<file path="src/rtl/counter_run_ctrl.sv">
// Sequencing controller for a free-running counter: clears it, enables it until
// MAX_VALUE has been seen a requested number of times, or flags a timeout.
// Optional assertion checks are built when COUNTER_RUN_CTRL_ASSERT_EN is defined.
module counter_run_ctrl #(
    parameter int                 WIDTH          = 4,
    parameter logic [WIDTH-1:0]   MAX_VALUE      = {WIDTH{1'b1}},
    parameter int                 MAX_REPEATS    = 5,
    parameter int                 TIMEOUT_CYCLES = 100
) (
    input  logic             clk,
    input  logic             reset,
    input  logic             start,
    input  logic [2:0]       hits_req,
    input  logic             abort,
    input  logic             err_clr,
    input  logic [WIDTH-1:0] count_in,
    output logic             cnt_clr,
    output logic             cnt_en,
    output logic             busy,
    output logic             done,
    output logic             err,
    output logic [2:0]       hit_cnt
);

    localparam int             CW       = $clog2(TIMEOUT_CYCLES + 1);
    localparam logic [CW-1:0]  CYC_LAST = CW'(TIMEOUT_CYCLES - 1);
    localparam logic [2:0]     REQ_MAX  = 3'(MAX_REPEATS);

    typedef enum logic [2:0] {
        S_IDLE,
        S_CLEAR,
        S_RUN,
        S_DONE,
        S_ERR
    } state_t;

    state_t          r_state;
    state_t          w_next;
    logic [2:0]      r_req;
    logic [2:0]      r_hit_cnt;
    logic [CW-1:0]   r_cyc;

    logic            w_accept;
    logic            w_hit;
    logic [2:0]      w_hit_inc;
    logic [2:0]      w_req_clamped;

    assign w_accept  = (r_state == S_IDLE) && start;
    assign w_hit     = (r_state == S_RUN) && (count_in == MAX_VALUE);
    assign w_hit_inc = r_hit_cnt + 3'd1;

    // A zero request still means "at least one hit"; oversize requests saturate.
    always_comb begin
        w_req_clamped = hits_req;
        if (hits_req == 3'd0)
            w_req_clamped = 3'd1;
        else if (hits_req > REQ_MAX)
            w_req_clamped = REQ_MAX;
    end

    always_ff @(posedge clk) begin
        if (reset)
            r_state <= S_IDLE;
        else
            r_state <= w_next;
    end

    always_comb begin
        w_next  = r_state;
        cnt_clr = 1'b0;
        cnt_en  = 1'b0;
        busy    = 1'b0;
        done    = 1'b0;
        err     = 1'b0;
        case (r_state)
            S_IDLE: begin
                if (start)
                    w_next = S_CLEAR;
            end
            S_CLEAR: begin
                cnt_clr = 1'b1;
                busy    = 1'b1;
                w_next  = abort ? S_IDLE : S_RUN;
            end
            S_RUN: begin
                cnt_en = 1'b1;
                busy   = 1'b1;
                // Abort beats completion, completion beats timeout.
                if (abort)
                    w_next = S_IDLE;
                else if (w_hit && (w_hit_inc == r_req))
                    w_next = S_DONE;
                else if (r_cyc == CYC_LAST)
                    w_next = S_ERR;
            end
            S_DONE: begin
                done   = 1'b1;
                w_next = S_IDLE;
            end
            S_ERR: begin
                err = 1'b1;
                if (err_clr)
                    w_next = S_IDLE;
            end
            default: w_next = S_IDLE;
        endcase
    end

    always_ff @(posedge clk) begin
        if (reset) begin
            r_req     <= 3'd0;
            r_hit_cnt <= 3'd0;
            r_cyc     <= '0;
        end else if (w_accept) begin
            r_req     <= w_req_clamped;
            r_hit_cnt <= 3'd0;
            r_cyc     <= '0;
        end else if (r_state == S_RUN) begin
            r_cyc <= r_cyc + CW'(1);
            if (w_hit && !abort)
                r_hit_cnt <= w_hit_inc;
        end
    end

    assign hit_cnt = r_hit_cnt;

`ifdef COUNTER_RUN_CTRL_ASSERT_EN
    localparam logic [CW-1:0] CYC_LIM = CW'(TIMEOUT_CYCLES);

    a_clr_en_excl: assert property (@(posedge clk) disable iff (reset)
        !(cnt_clr && cnt_en));
    a_done_hits: assert property (@(posedge clk) disable iff (reset)
        done |-> (r_hit_cnt == r_req));
    a_done_pulse: assert property (@(posedge clk) disable iff (reset)
        done |=> !done);
    // r_cyc counts RUN cycles already completed in this run.
    a_run_budget: assert property (@(posedge clk) disable iff (reset)
        (r_state == S_RUN) |-> (r_cyc < CYC_LIM));
    a_hit_counts: assert property (@(posedge clk) disable iff (reset)
        w_hit |=> ((r_hit_cnt == $past(r_hit_cnt) + 3'd1) || (r_state != S_RUN)));
`endif

endmodule

</file>
<file path="config.mk">
export PLATFORM = sky130hd
export DESIGN_NAME = counter_run_ctrl
export DESIGN_NICKNAME = d
export VERILOG_FILES = /design/src/rtl/counter_run_ctrl.sv
export SDC_FILE = /design/constraint.sdc
export NUM_CORES = 1
export LEC_CHECK = 0
export CAP_MARGIN = 30
export CORE_MARGIN = 5
export CORE_UTILIZATION = 54
export CTS_BUF_LIST = sky130_fd_sc_hd__clkbuf_8
export DETAILED_ROUTE_END_ITERATION = 8
export PLACE_DENSITY = 0.86
export SYNTH_ARGS = -nofsm -noshare
export SYNTH_HDL_FRONTEND = slang
export SYNTH_SLANG_ARGS = --single-unit
export TNS_END_PERCENT = 50
</file>
<file path="constraint.sdc">
create_clock -name clk -period 2.2 [get_ports clk]
set_input_delay 0.55 -clock clk [delete_from_list [all_inputs] [get_ports clk]]
set_output_delay 0.55 -clock clk [all_outputs]
set_load 0.1 [all_outputs]
</file>
==> impl_results.md, run 1 <==
- Area Overhead vs Synth: 36.6%
- Number of port buffers: 19
- CTS tree: done
- Post-synthesis cell area: 820 um^2
- Initial antenna violation count: 0
- Fmax: 471 MHz
- Final Hold Viols: 0
- Vias in the first global route: 669
- Post-Synth XOR/XNOR Area: 14.7%
- Post-synthesis mux area share: 3.66%
- Drt first pass iters: 4
- Met2 Use GR: 25.9%
- Cell Rows: 14
- Gr ovfl total: 0
- Maximum vdd ir drop: 0.517 mV
- CP required: 1.65 ns
- Most common cell after layout, fill and taps aside: dfxtp_1
- DRC: 0
- Largest net degree at the start of global routing: 11
- Period utilization: 96.5%
- Dpl cell area: 1060 um^2
- Yosys reg bits: 16
- Via count: 693
- CP Launch Type: flop
- Mapped Cells: 89
- Die width: 49.0 um
- CTS resizes: 0
- Post-synthesis cell type count: 31
- Tmin final: 2.12 ns
- DR iter-0 viols: 24
- Total die area: 2400 um^2
- CTS clk-pin slew, worst paths: 0.06 ns
- Clk_skew: 0.00421 ns
- Finished Core Util: 76.1%
- Crit end category: output pin
- Commonest cells after routing, fill and taps aside: 16 x dfxtp_1, 15 x nor2_1, 11 x clkdlybuf4s50_1
- Worst Hold Class: reg2reg
- Die H: 49.0 um
- Max_cap viols: 0
- I/O pins: 20
- Placed Cells: 122
- M3 GR Usage: 6.12%
- Synth area leaders: dfxtp_1 39%, xor2_1 7.5%, nor2_1 7.3%, xnor2_1 4.3%, mux2i_1 3.7%
- Vias per cell: 5.50
- Grt met1 use: 19.2%
- Outcome: complete, no violations
- Initial core utilization: 55.7%
- Area share of the largest cell type after synthesis: 39.1%
- Sequential share of the synthesized area: 39.1%
- Clk_lat worst skew: 0.26 ns
- RD Place Congestion: 0.765
- Hold Buf Count CTS: 0
- Asr flop ratio synth: 0%
- Clock Tree Buf Depth: 2
- Syn_nets: 103
- Compound-Gate Fraction of Synth Area: 4.73%
- Global-route wire length before repair: 3.09 mm
- Share of cells above drive strength 1: 19.1%
- GRT busiest layer: met2
- YS warnings: 0
- Final #Nets: 125
- Hold_ws: 0.481 ns
- LEAKAGE: 0.462 nW
- Max_slew headroom: 64.0%
- GR Util All Layers: 16.6%
- Main combinational cell family by area after synthesis: simple AND/OR/NAND/NOR gates
- WP data arrival: 1.57 ns
- Largest area contributor in the netlist: dfxtp_1
- Actual slew at the worst max-slew pin: 0.538 ns
- Setup bufs post-CTS: 0
- Sum Neg Setup Slack: 0 ns
- Pwr per Cell Area: 602 nW/um^2
- Max-slew violations: 0
- Non-Filler Instances: 126
- Clk sinks: 16
- Inserted Diodes: 0
- Post-synth EDFFs: 0
- Post-Route WL: 1.85 mm
- Simple-gate share of the synthesized area: 31.8%
- CORE AREA: 1470 um^2
- Routed len/inst: 14.7 um
- Post-synthesis adder-cell area fraction: 3.05%
- Final Cell Area: 1120 um^2
- Total CTS buffers: 3
- Top FF cell, synth: dfxtp_1
- Critical path class: reg2out
- DP Wirelength: 1.36 mm
- Unrepaired setup endpoints after global routing: false
- Final setup violation count: 0
- Clock root cell: clkbuf_8
- CP Max Fanout: 9
- Fill cell count: 107
- H-tree levels: 1
- Final antenna-violating net count: 0
- Avg Synthesized Cell Area: 9.21 um^2
Yosys cell counts (2+ instances only):
cell,instances
dfxtp_1,16
nor2_1,16
nand2_1,8
xor2_1,7
nor4_1,4
xnor2_1,4
mux2i_1,3
nand4_1,3
nor2b_1,3
and3_1,2
buf_2,2
ha_1,2
metal layers:
metal | routed length (um) | part of all wire [%]
met5 | 0 | 0
met4 | 78 | 4.2
met2 | 876 | 47
met3 | 148 | 8.0
met1 | 745 | 40
critical path, cell delays in order, from the launching register on:
cell,delay [ns]
dfxtp_1,0.46
or3b_4,0.47
inv_2,0.18
buf_12,0.20
worst paths after layout:
kind,cells past startpoint,slack (ns),from,to
max,3,0.08,r_state[1],cnt_en
min,2,0.48,r_cyc[1],r_cyc[1]
max reg2reg,5,0.57,hit_cnt[0],r_state[2]
min reg2reg,2,0.48,r_cyc[1],r_cyc[1]
final cells by class:
type	instances	area (um^2)	share of cell area, %
Multi-Input combinational cell	68	477	42.6
Sequential cell	16	320	28.6
Timing Repair Buffer	20	240	21.5
Clock buffer	4	55.1	4.92
Tap cell	16	20.0	1.79
Inverter	2	7.51	0.670
logic make-up (layout without fill, tap and decap cells):
logic type	Yosys count	in the layout
compound gates	6	6
xor+xnor	12	12
fa+ha+maj	2	2
buf+inv	5	26
flops	16	16
mux	3	3
simple gates	45	45
registers in the layout (all words and copies together), names as in the netlist:
signal / count
r_cyc: 7
hit_cnt: 3
r_req: 3
r_state: 3
where the power goes:
group          internal (W)  switching [W]
registers          0.000296     0.00000753
logic             0.0000484      0.0000577
clock network      0.000159       0.000105
total              0.000503       0.000170
metrics by stage:
stage / power [W] / setup WS [ns]
final: 0.000674 / 0.0763
after global routing: 0.000701 / 0.0191
after CTS: 0.000671 / 0.0871
after detailed placement: 0.000415 / 0.156
after global placement: 0.000413 / 0.226
after floorplan: 0.000370 / -0.0304
Note: power is estimated with default switching activity, not from simulation.
==> run 2, diff against run 1 <==
ABC_AREA = 0   (was default)
==> results of run 2 <==
Final layout, timing and power as in run 1 (identical DEF).
